### config.mk
export PLATFORM = sky130hd
export DESIGN_NAME = instr_encoder_flat
export DESIGN_NICKNAME = d
export VERILOG_FILES = /design/src/rtl/legv8_pkg.sv /design/src/rtl/instr_encoder_if.sv /design/src/rtl/instr_field_encode.sv /design/src/rtl/instr_encoder.sv /design/src/flat_wrapper.sv
export SDC_FILE = /design/constraint.sdc
export NUM_CORES = 1
export LEC_CHECK = 0
export CORE_AREA = 2 2 91 93
export DETAILED_ROUTE_END_ITERATION = 16
export DIE_AREA = 0 0 93 95
export PLACE_DENSITY = 0.79
export SETUP_SLACK_MARGIN = 0.02
export SLEW_MARGIN = 10
export SYNTH_ARGS = -nofsm -noshare
export SYNTH_HDL_FRONTEND = slang
export SYNTH_SLANG_ARGS = --single-unit
### constraint.sdc
create_clock -name clk -period 1.87 [get_ports clk]
set_input_delay 0.374 -clock clk [delete_from_list [all_inputs] [get_ports clk]]
set_output_delay 0.374 -clock clk [all_outputs]
set_load 0.1 [all_outputs]
### src/rtl/legv8_pkg.sv
// LEGv8 opcode set, field-range limits and a range helper shared by the
// instruction encoder and anything that decodes what it produces.
package legv8_pkg;

  typedef enum logic [3:0] {
    OP_ADDI = 4'd0,
    OP_ADDS = 4'd1,
    OP_B    = 4'd2,
    OP_B_LT = 4'd3,
    OP_CBZ  = 4'd4,
    OP_LDUR = 4'd5,
    OP_LSL  = 4'd6,
    OP_LSR  = 4'd7,
    OP_MUL  = 4'd8,
    OP_STUR = 4'd9,
    OP_SUBS = 4'd10
  } legv8_op_e;

  localparam logic [10:0] OPC_ADDS  = 11'h558;
  localparam logic [10:0] OPC_SUBS  = 11'h758;
  localparam logic [10:0] OPC_LSL   = 11'h69B;
  localparam logic [10:0] OPC_LSR   = 11'h69A;
  localparam logic [10:0] OPC_MUL   = 11'h4D8;
  localparam logic [10:0] OPC_LDUR  = 11'h7C2;
  localparam logic [10:0] OPC_STUR  = 11'h7C0;
  localparam logic [9:0]  OPC_ADDI  = 10'h244;
  localparam logic [7:0]  OPC_CBZ   = 8'hB4;
  localparam logic [7:0]  OPC_BCOND = 8'h54;
  localparam logic [5:0]  OPC_B     = 6'h05;
  localparam logic [4:0]  COND_LT   = 5'h0B;
  localparam logic [5:0]  MUL_SHAMT = 6'h1F;

  localparam int IMM12_MAX = 4095;
  localparam int D_MIN     = -256;
  localparam int D_MAX     = 255;
  localparam int CB_MIN    = -(1 << 18);
  localparam int CB_MAX    = (1 << 18) - 1;
  localparam int B_MIN     = -(1 << 25);
  localparam int B_MAX     = (1 << 25) - 1;

  function automatic logic in_range(input logic signed [31:0] v, input int lo, input int hi);
    return (v >= lo) && (v <= hi);
  endfunction

endpackage

### src/rtl/instr_encoder_if.sv
// Request stream into the encoder plus its instruction-memory write port.
interface instr_encoder_if #(parameter int ADDR_W = 10);
  logic                op_valid;
  logic                op_ready;
  logic                op_last;
  logic [3:0]          op_sel;
  logic [4:0]          rd;
  logic [4:0]          rn;
  logic [4:0]          rm;
  logic signed [31:0]  imm;
  logic [5:0]          shamt;
  logic                imem_we;
  logic                imem_ready;
  logic [ADDR_W-1:0]   imem_addr;
  logic [31:0]         imem_wdata;

  modport master (
    output op_valid, op_last, op_sel, rd, rn, rm, imm, shamt, imem_ready,
    input  op_ready, imem_we, imem_addr, imem_wdata
  );

  modport slave (
    input  op_valid, op_last, op_sel, rd, rn, rm, imm, shamt, imem_ready,
    output op_ready, imem_we, imem_addr, imem_wdata
  );
endinterface

### src/rtl/instr_field_encode.sv
// Combinational packing of a symbolic LEGv8 instruction into a machine word.
// Range checking is built only when INSTR_ENC_RANGE_CHECK_EN is defined.
module instr_field_encode
  import legv8_pkg::*;
(
  input  logic [3:0]         op_sel,
  input  logic [4:0]         rd,
  input  logic [4:0]         rn,
  input  logic [4:0]         rm,
  input  logic signed [31:0] imm,
  input  logic [5:0]         shamt,
  output logic [31:0]        word,
  output logic               err
);

  always_comb begin
    word = '0;
    case (op_sel)
      OP_ADDI: word = {OPC_ADDI, imm[11:0], rn, rd};
      OP_ADDS: word = {OPC_ADDS, rm, 6'd0, rn, rd};
      OP_SUBS: word = {OPC_SUBS, rm, 6'd0, rn, rd};
      OP_LSL:  word = {OPC_LSL, 5'd0, shamt, rn, rd};
      OP_LSR:  word = {OPC_LSR, 5'd0, shamt, rn, rd};
      OP_MUL:  word = {OPC_MUL, rm, MUL_SHAMT, rn, rd};
      OP_LDUR: word = {OPC_LDUR, imm[8:0], 2'b00, rn, rd};
      OP_STUR: word = {OPC_STUR, imm[8:0], 2'b00, rn, rd};
      OP_B:    word = {OPC_B, imm[25:0]};
      OP_CBZ:  word = {OPC_CBZ, imm[18:0], rd};
      OP_B_LT: word = {OPC_BCOND, imm[18:0], COND_LT};
      default: word = '0;
    endcase
  end

`ifdef INSTR_ENC_RANGE_CHECK_EN
  // Offsets are signed word counts; ADDI's immediate is unsigned.
  always_comb begin
    err = 1'b0;
    case (op_sel)
      OP_ADDI:                              err = !in_range(imm, 0, IMM12_MAX);
      OP_LDUR, OP_STUR:                     err = !in_range(imm, D_MIN, D_MAX);
      OP_B:                                 err = !in_range(imm, B_MIN, B_MAX);
      OP_CBZ, OP_B_LT:                      err = !in_range(imm, CB_MIN, CB_MAX);
      OP_ADDS, OP_SUBS, OP_LSL, OP_LSR,
      OP_MUL:                               err = 1'b0;
      default:                              err = 1'b1;
    endcase
  end
`else
  logic unused_imm_hi;
  assign unused_imm_hi = ^imm[31:26];
  assign err = 1'b0;
`endif

endmodule

### src/rtl/instr_encoder.sv
// LEGv8 instruction encoder / instruction-memory loader: accepts symbolic
// requests, packs them and writes consecutive words. Optional range checks
// are enabled by defining INSTR_ENC_RANGE_CHECK_EN.
module instr_encoder
  import legv8_pkg::*;
#(
  parameter int ADDR_W = 10
) (
  input  logic              clk,
  input  logic              reset_n,
  input  logic              start,
  input  logic [ADDR_W-1:0] base_addr,
  instr_encoder_if.slave    bus,
  output logic              done,
  output logic [ADDR_W:0]   word_count,
  output logic              enc_err,
  output logic              addr_wrap
);

  typedef enum logic [1:0] {IDLE, RUN, DRAIN, DONE_ST} state_e;

  state_e            state;
  logic [31:0]       word_p0;
  logic              err_p0;
  logic              vld_p1;
  logic [31:0]       word_p1;
  logic [ADDR_W-1:0] addr_p1;
  logic              accept;
  logic              wr_done;

  // Stage 0: combinational encode of the presented request
  instr_field_encode u_field_encode (
    .op_sel (bus.op_sel),
    .rd     (bus.rd),
    .rn     (bus.rn),
    .rm     (bus.rm),
    .imm    (bus.imm),
    .shamt  (bus.shamt),
    .word   (word_p0),
    .err    (err_p0)
  );

  assign bus.op_ready   = (state == RUN) && (!vld_p1 || bus.imem_ready);
  assign accept         = bus.op_valid && bus.op_ready;
  assign wr_done        = vld_p1 && bus.imem_ready;
  assign bus.imem_we    = vld_p1;
  assign bus.imem_addr  = addr_p1;
  assign bus.imem_wdata = word_p1;

  // Stage 1: output register held until the memory takes it
  always_ff @(posedge clk or negedge reset_n) begin
    if (!reset_n) begin
      state      <= IDLE;
      vld_p1     <= 1'b0;
      word_p1    <= '0;
      addr_p1    <= '0;
      word_count <= '0;
      done       <= 1'b0;
      enc_err    <= 1'b0;
      addr_wrap  <= 1'b0;
    end else begin
      done    <= 1'b0;
      enc_err <= accept && err_p0;
      if (wr_done) begin
        addr_p1    <= addr_p1 + ADDR_W'(1);
        word_count <= word_count + (ADDR_W + 1)'(1);
        if (&addr_p1) addr_wrap <= 1'b1;
      end
      if (accept && !err_p0) begin
        vld_p1  <= 1'b1;
        word_p1 <= word_p0;
      end else if (wr_done) begin
        vld_p1 <= 1'b0;
      end
      case (state)
        IDLE: if (start) begin
          state      <= RUN;
          addr_p1    <= base_addr;
          word_count <= '0;
          addr_wrap  <= 1'b0;
        end
        RUN: if (accept && bus.op_last) state <= DRAIN;
        DRAIN: if (!vld_p1 || bus.imem_ready) begin
          state <= DONE_ST;
          done  <= 1'b1;
        end
        DONE_ST: state <= IDLE;
        default: state <= IDLE;
      endcase
    end
  end

endmodule

### src/flat_wrapper.sv
// flat-port wrapper written by rule: the top's interface ports become plain ports
module instr_encoder_flat import legv8_pkg::*;
#(
  parameter int ADDR_W = 10
)
  (clk, reset_n, start, base_addr, done, word_count, enc_err, addr_wrap, bus_op_valid, bus_op_last, bus_op_sel, bus_rd, bus_rn, bus_rm, bus_imm, bus_shamt, bus_imem_ready, bus_op_ready, bus_imem_we, bus_imem_addr, bus_imem_wdata);
  instr_encoder_if #(.ADDR_W(ADDR_W)) bus_i ();
  input  logic clk;
  input  logic reset_n;
  input  logic start;
  input  logic [ADDR_W-1:0] base_addr;
  output logic done;
  output logic [ADDR_W:0] word_count;
  output logic enc_err;
  output logic addr_wrap;
  input wire logic [$bits(bus_i.op_valid)-1:0] bus_op_valid;
  input wire logic [$bits(bus_i.op_last)-1:0] bus_op_last;
  input wire logic [$bits(bus_i.op_sel)-1:0] bus_op_sel;
  input wire logic [$bits(bus_i.rd)-1:0] bus_rd;
  input wire logic [$bits(bus_i.rn)-1:0] bus_rn;
  input wire logic [$bits(bus_i.rm)-1:0] bus_rm;
  input wire logic [$bits(bus_i.imm)-1:0] bus_imm;
  input wire logic [$bits(bus_i.shamt)-1:0] bus_shamt;
  input wire logic [$bits(bus_i.imem_ready)-1:0] bus_imem_ready;
  output wire logic [$bits(bus_i.op_ready)-1:0] bus_op_ready;
  output wire logic [$bits(bus_i.imem_we)-1:0] bus_imem_we;
  output wire logic [$bits(bus_i.imem_addr)-1:0] bus_imem_addr;
  output wire logic [$bits(bus_i.imem_wdata)-1:0] bus_imem_wdata;
  assign bus_i.op_valid = bus_op_valid;
  assign bus_i.op_last = bus_op_last;
  assign bus_i.op_sel = bus_op_sel;
  assign bus_i.rd = bus_rd;
  assign bus_i.rn = bus_rn;
  assign bus_i.rm = bus_rm;
  assign bus_i.imm = bus_imm;
  assign bus_i.shamt = bus_shamt;
  assign bus_i.imem_ready = bus_imem_ready;
  assign bus_op_ready = bus_i.op_ready;
  assign bus_imem_we = bus_i.imem_we;
  assign bus_imem_addr = bus_i.imem_addr;
  assign bus_imem_wdata = bus_i.imem_wdata;
  instr_encoder #(.ADDR_W(ADDR_W)) u_core (.clk(clk), .reset_n(reset_n), .start(start), .base_addr(base_addr), .bus(bus_i), .done(done), .word_count(word_count), .enc_err(enc_err), .addr_wrap(addr_wrap));
endmodule
# == After elaboration in Yosys (flattened, before gate mapping) ==
# Cells that the tools add are included.
# word_totals
out_inout_bits,58
elab_cells,55
regBits,58
# op_classes
muxes,19
n_eq_ne,16
add_sub_neg,2
n_reduce_logical,11
# op_table
op,count
$pmux W32 S11,1
$mux W11,3
$mux W10,3
$eq A4 B3 Y1 const B,4
$eq A4 B4 Y1 const B,3
$add A11 B1 Y11 const B,1
$add A10 B1 Y10 const B,1
$reduce_and A10 Y1,1
$eq A4 B2 Y1 const B,2
$mux W1,8
$pmux W2 S4,1
$mux W2,3
$eq A2 B2 Y1 const B,2
$eq A4 B1 Y1 const B,1
$logic_and A1 B1 Y1,4
$logic_not A4 Y1,1
$ne A2 B2 Y1 const B,2
$reduce_and A3 Y1,1
$eq A2 B1 Y1 const B,1
$logic_not A2 Y1,1
$ne A2 B1 Y1 const B,1
$reduce_bool A2 Y1,1
$logic_not A1 Y1,1
$logic_or A1 B1 Y1,1

# == Depth between registers and ports, before layout ==
# Gate-level depths: netlist of the first run.
# logic_depth
word_depth,7
mapped_depth,7
ltp_nobuf,6

# == Cells and area by module ==
# Synthesis of the first run repeated with hierarchy kept, for this count alone.
# hier_totals
cells_unflattened,392
hier_area_um2,3875.0
# modules_own_cells
module,seq_area_each_um2,area_each_um2,instances,cells_per_inst
instr_encoder,1476.4,2670.1,1,206
instr_field_encode,0.0,1204.9,1,186

# == Worst setup path before layout of the first run ==
# OpenSTA, ideal clock, no wires.
# synth_path
path_type,flip-flop to output port
from,"reg u_core.vld_p1, in the netlist u_core.bus.imem_we"
to,out bus_op_ready
setup_slack_ps,-934
stages_incl_launch_ff,4
t_arrival_ps,2430
required_time_ps,1496
cell_sequence,dfrtp_1 nand2b_1 inv_1 nor2_1
# synth_via
elab_chain_cells,3
# synth_lines
item,line,source
"start, declared",instr_encoder.sv:25,logic vld_p1;
"start signal, assigned",instr_encoder.sv:54,vld_p1 <= 1'b0;
"start signal, assigned",instr_encoder.sv:70,vld_p1 <= 1'b1;
"start signal, assigned",instr_encoder.sv:73,vld_p1 <= 1'b0;
$logic_not A1 Y1,instr_encoder.sv:43,assign bus.op_ready = (state == RUN) && (!vld_p1 || bus.imem_ready);
$logic_or A1 B1 Y1,instr_encoder.sv:43,
$logic_and A1 B1 Y1,instr_encoder.sv:43,
"end, declared",flat_wrapper.sv:25,output wire logic [$bits(bus_i.op_ready)-1:0] bus_op_ready;
# No other way between the ends.

# == Worst setup path in the final report of the first run ==
# Ends and elaborated chain as after synthesis.

==> metrics.txt, run 1 <==
Slew Viols, Final=0; Remaining Overflow, GRT=0; routability cong.=0.911; ANT nets after route=0; initial drt markers=198; GR Layer Usage met3=6.38%; largest family of logic cells by synthesized area=compound AO/OA/AOI/OAI gates; vias in the first global route=3766; Async SR Flop Fraction=100%; Mean Syn Cell Area=9.14 µm²; Critical Setup Path Class=reg -> out; DR DRC count=0; met1 usage=31.4%; final worst path period need=1.78 ns; CTS Buffer Depth=2; layout cells sized above 1=31.2%; maxcap violations=0; top post-synthesis cells by count=58 x dfrtp_1, 42 x o21ai_0, 39 x nand2_1; cell row count=33; RSZ-0062 raised after global routing=no; Yosys cell types=49; most frequent cell after synthesis=dfrtp_1; NumNets Final=628; FMAX=0.560 GHz; DP Area=0.00572 mm²; final core utilization=75.0%; H-tree depth=3; Clock transition at path regs=0.06 ns; startpoint type of the worst setup path=flop; VDD IR max=1130 µV; Pwr Density=1850 mW/mm²; DR vias/cell=5.56; CTS Sinks=58; Synth Instances=372; GRT Max-Usage Layer=met2; num ports=131; DRT Wirelength=11.3 mm; crit path DAT=1.41 ns; Area Overhead vs Synth=74.9%; Core Region=0.00793 mm²; share of the synthesized area in the top cell type=42.7%; antenna cells=0; switch share=53.3%; CTS Buf Count=9; Die Wd=93 µm; synth top area cells=dfrtp_1 43%, o21ai_0 6.2%, nand2_1 4.3%; Post-Synth Adder-Cell Area=2.21%; Worst setup EP type=output pin; final setup TNS=0 ns; design area=0.00595 mm²; Total GRT Usage=26.3%; switching pwr=5.88 mW; hpwl dp=8.89 mm; register-to-register setup slack=0.17 ns; GRT met2 Usage=46.7%; post-synthesis mux area share=2.91%; Comb power frac=66.9%; Worst-Skew Late Latency=0.34 ns; area of the multi-input gates=0.00181 mm²; Mapped Area=0.00340 mm²; Post-synth EDFFs=0; Die Footprint=0.00884 mm²; status=finished, final reports clean; Tcrit/Tclk final=95.4%; syn_nets=451; Initial Util=42.9%; Seq/Total Area, Yosys=42.7%; final hold vios=0; Fill cells=554; Clk pwr share=10.7%; Synth area leader=dfrtp_1; Critical Path RT=1.50 ns; CP Max Fanout=7; Compound-Gate Fraction of Synth Area=26.1%; clk root buf=clkbuf_8; Clock Skew=0.0147 ns; die height=95 µm; IO buf count=123; wire per inst=17.2 µm; Setup-failing EPs final=0; global-route wire length before repair=18.2 mm; xor-xnor portion of the synthesized cell area=4.38%; Worst Hold Class=in -> async; Int Pwr=5.15 mW; Reg area=0.00147 mm²; simple-gate share of the synthesized area=16.9%; antenna violations before repair=0; vias after detailed routing=3662; Sequential Power Share=22.4%; Leakage=2.51 nW; Most used DFF post-synth=dfrtp_1; DR pass1 iterations=6; CTS tree=yes; largest net degree at the start of global routing=59; Synthesis Warnings=0; Yosys reg bits=58; hold_buf cts=0
layer usage:
| metal | vias to the layer above | routed length, µm | part of all wire (%) |
|---|---|---|---|
| met5 | - | 0 | 0 |
| met4 | 0 | 225 | 2.0 |
| met1 | 1739 | 4440 | 39 |
| met2 | 183 | 5770 | 51 |
| met3 | 21 | 882 | 7.8 |
| li1 | 1719 | - | - |
worst paths after layout:
path | from | to | cells past startpoint
setup / recovery | u_core.bus.imem_we | bus_op_ready | 5
hold / removal | reset_n | u_core.word_count[10] | 2
setup reg to reg | u_core.state[1] | u_core.bus.imem_wdata[30] | 6
hold reg to reg | u_core.bus.imem_wdata[2] | u_core.bus.imem_wdata[2] | 2
max in group asynchronous | reset_n | u_core.bus.imem_we | 2
min in group clk | u_core.bus.imem_wdata[2] | u_core.bus.imem_wdata[2] | 2
worst max-delay path, cell delays in order, from the launching register on:
cell and delay, ns:
dfrtp_2 0.48, nand2b_4 0.13, inv_1 0.06, buf_4 0.13, nor2_4 0.09, buf_12 0.18
repair_timing:
item / CTS / global route
gates resized for setup: 3 / 8
pin swaps: 0 / 0
setup buffers: 0 / 1
setup endpoints to repair: 1 / 26
per-stage QoR:
step	total power, mW	hold slack [ns]	instances	worst slack (ns)
final	11.0	0.0437	659	0.0854
after global routing	11.4	0.0551	659	0.0281
after CTS	11.0	0.0484	658	0.0243
after detailed placement	9.82	0.405	642	-0.266
after global placement	9.70	0.403	642	-0.242
after floorplan	6.76	0.0784	372	0.0626
cell usage in the layout (no fill, tap or decap), drive strengths merged, types with 7 or more instances in the layout:
cell type	instances
buf	123
a21oi	24
a221oi	8
nand2b	7
o21ai	43
mux2	7
a31oi	15
xor2	10
inv	9
clkdlybuf4s50	63
dfrtp	58
nand2	39
xnor2	7
nor2	29
o21a	8
clkbuf	13
power by group through the flow:
stage	clock (mW)	sequential (mW)	combinational, mW
finish	1.18	2.47	7.38
global route	1.26	2.55	7.64
CTS	1.21	2.47	7.37
detailed placement	0	2.47	7.35
global placement	0	2.45	7.25
floorplan	0	5.60	1.16
kinds of logic after synthesis:
group	after synthesis
muxes	9
AOI/OAI and AO/OA	135
buffers and inverters	31
other	1
adders and majority gates	6
xor gates and xnor gates	17
and+or+nand+nor	115
DFF	58
area by class of cell:
class	count	area share, %
flip-flops and latches	58	24.7
repair buffers	188	38.7
inverters	9	0.568
clock buffers	13	2.67
clock inverters	3	0.673
multi-input cells	283	30.5
well taps	105	2.21
sequential cells by signal, indices dropped and copies added, names as in the netlist:
signal	flops
u_core.bus.imem_we	1
u_core.bus.imem_addr	10
u_core.addr_wrap	1
u_core.bus.imem_wdata	32
u_core.state	2
u_core.done	1
u_core.word_count	11
No activity file was read; power rests on OpenSTA's default activity.
==> inputs of run 2 (changes only) <==
--- a/config.mk
+++ b/config.mk
@@ -8,6 +8,7 @@
 export CORE_AREA = 2 2 91 93
 export DETAILED_ROUTE_END_ITERATION = 16
 export DIE_AREA = 0 0 93 95
+export GPL_TIMING_DRIVEN = 0
 export PLACE_DENSITY = 0.79
 export SETUP_SLACK_MARGIN = 0.02
 export SLEW_MARGIN = 10
==> run 2 against run 1 <==
  * Flip-flop and latch count did not move
  * Sequential power down 11%
  * Clock skew fell by 0.0049 ns
  * Wire length shrank 4.2%
  * Combinational power shrank 17%
  * Core utilization down 10 points
  * Worst hold slack better by 0.064 ns
  * Non-clock buffer count fell by 44
  * Cell count decreased by 6.7%
  * Global-route usage fell by 1.3 points
  * Design area decreased by 13%
  * Via count fell by 3.5%
  * Largest cell class is now multi-input combinational cells
==> metrics.txt, run 2 (synthesis gave the netlist of run 1 again) <==
status=finished, final reports clean; Worst setup EP type=flop; Worst R2R Path Depth=7 (+1); routability cong.=0.953 (+4.6%); maxcap violations=0 (unchanged); Critical Path RT=2.08 ns (+0.58 ns); Comb power frac=63.4% (-3.5 points); CTS Buffer Depth=2 (unchanged); met3 WL=928 µm (+5.2%); Worst R2R End=u_core.bus.imem_wdata[14]; die height=95 µm (unchanged); antenna violations before repair=0 (unchanged); final hold vios=0 (unchanged); Setup Slack @ Placement=-1.13 ns (-0.861 ns); worst slew pin tran=0.732 ns; number of flip-flops in the largest register=32 (unchanged); max layer used=met4; NumNets Final=584 (-7.0%); Total GRT Usage=25.0% (-1.3 points); FMAX=0.540 GHz (-3.6%); Setup-failing EPs final=0 (unchanged); vias in the first global route=3474 (-7.8%); layout cells sized above 1=25.9% (-5.3 points); initial drt markers=189 (-4.5%); switching pwr=5.61 mW (-4.6%); register-to-register setup slack=0.15 ns (-0.02 ns); DR pass1 iterations=7 (+1); cell row count=33 (unchanged); switch share=58.3% (+5.0 points); IO buf count=122 (-0.81%); Die Wd=93 µm (unchanged); CTS Buf Count=9 (unchanged); RSZ-0062 raised after global routing=no; Worst Setup Slack, final=0.0179 ns (-0.0675 ns); Core Region=0.00793 mm² (unchanged); antenna cells=0 (unchanged); DR vias/cell=5.75 (+3.4%); CP Max Fanout=9 (+2); clk root buf=clkbuf_8; Slew headroom=51.2%; Int Pwr=4.01 mW (-22%); num ports=131 (unchanged); DP Area=0.00477 mm² (-17%); worst hold slack=0.108 ns (+0.0639 ns); Remaining Overflow, GRT=0 (unchanged); startpoint type of the worst setup path=input pin; Fill cells=676 (+22%); Clk pwr share=13.8% (+3.1 points); hpwl dp=8.17 mm (-8.1%); met2 wire length=5.19 mm (-10%); crit path DAT=2.06 ns (+0.65 ns); Critical Setup Path Class=in -> reg; largest net degree at the start of global routing=59 (unchanged); most frequent cells in the layout=62 x clkdlybuf4s50_1, 56 x clkdlybuf4s15_2, 46 x dfrtp_1, 42 x o21ai_0, 39 x nand2_1; WL met1=4.39 mm (-0.97%); power consumption=9.62 mW (-13%); Setup Fix Bufs, Post-CTS=0 (unchanged); CTS tree=yes; design area=0.00516 mm² (-13%); ANT nets after route=0 (unchanged); CTS Sinks=58 (unchanged); Sequential Power Share=22.9% (+0.5 points); Clock Skew=0.00983 ns (-0.00490 ns); Initial Util=42.9% (unchanged); VDD IR max=1220 µV (+8.3%); Leakage=2.06 nW (-18%); wire per inst=17.6 µm (+2.7%); Slew Viols, Final=0 (unchanged); Die Footprint=0.00884 mm² (unchanged); Clock transition at path regs=0.07 ns (about the same); vias after detailed routing=3534 (-3.5%); final worst path period need=1.85 ns (+0.0675 ns); DR DRC count=0 (unchanged); Tcrit/Tclk final=99.0% (+3.6 points); global-route wire length before repair=17.1 mm (-5.8%); DRT Wirelength=10.8 mm (-4.2%); Reg area=0.00147 mm² (unchanged); Pwr Density=1870 mW/mm² (+0.60%); Crit Reg-Reg Startpoint=u_core.state[1]; area of the multi-input gates=0.00186 mm² (+2.5%); most common cell after layout, fill and taps aside=clkdlybuf4s50_1; H-tree depth=3 (unchanged); Worst-Skew Late Latency=0.34 ns (about the same); Area Overhead vs Synth=51.7%; Worst Hold Class=in -> async
-- run 2: through the flow --
step	TNS, ns	util (%)	instances
global route	0	65.0	615
global placement	-97.70	60.2	599
CTS	0	64.3	615
floorplan	0	-	372
detailed placement	-15.31	60.2	599
finish	0	65.0	615
-- run 2: timing repair --
| action | CTS | global route |
|---|---|---|
| endpoints found under the setup margin | 83 | 44 |
| hold buffers | 0 | 0 |
| resized for setup | 183 | 24 |
| pin swaps | 0 | 1 |
-- run 2: area by class of cell --
| cell class | instances | area share, % |
|---|---|---|
| buffer | 22 | 2.64 |
| clock buffer | 12 | 3.01 |
| clock inverter | 4 | 1.43 |
| inverter | 9 | 0.655 |
| multi-input combinational | 283 | 36.1 |
| sequential | 58 | 28.4 |
| tap | 105 | 2.55 |
| timing repair buffer | 122 | 25.2 |
-- run 2: worst max path at each step --
stage / end / from / cells after the start / slack [ns]
final: u_core.bus.imem_wdata[17] / bus_op_sel[2] / 5 / 0.02
after global routing: u_core.bus.imem_wdata[27] / u_core.state[1] / 6 / 0.006
after CTS: u_core.bus.imem_wdata[15] / bus_op_sel[2] / 6 / 0.04
after detailed placement: bus_op_ready / bus_imem_ready / 5 / -1.13
after global placement: u_core.bus.imem_addr[3] / reset_n / 1 / -1.62
after floorplan: bus_op_ready / u_core.bus.imem_we / 3 / 0.06
-- run 2: metal layers --
metal  GRT usage, %  vias up
li1               -     1639
met1           29.8     1683
met2           43.5      183
met3           5.67       29
met4           10.5        0
met5              0        -
-- run 2: power by group through the flow --
| stage | sequential [mW] | clock [mW] | combinational, mW |
|---|---|---|---|
| 3_5_place_dp | 2.20 | 0 | 6.15 |
| 2_1_floorplan | 5.60 | 0 | 1.16 |
| 5_1_grt | 2.27 | 1.41 | 6.34 |
| 3_3_place_gp | 2.18 | 0 | 6.10 |
| 4_1_cts | 2.19 | 1.35 | 6.06 |
| 6_report | 2.20 | 1.32 | 6.09 |
-- run 2: worst max-delay path, stage by stage --
cell	delay [ns]
clkdlybuf4s50_1	0.54
nor2b_2	0.26
o2bb2ai_4	0.20
a222oi_1	0.53
a31oi_1	0.15
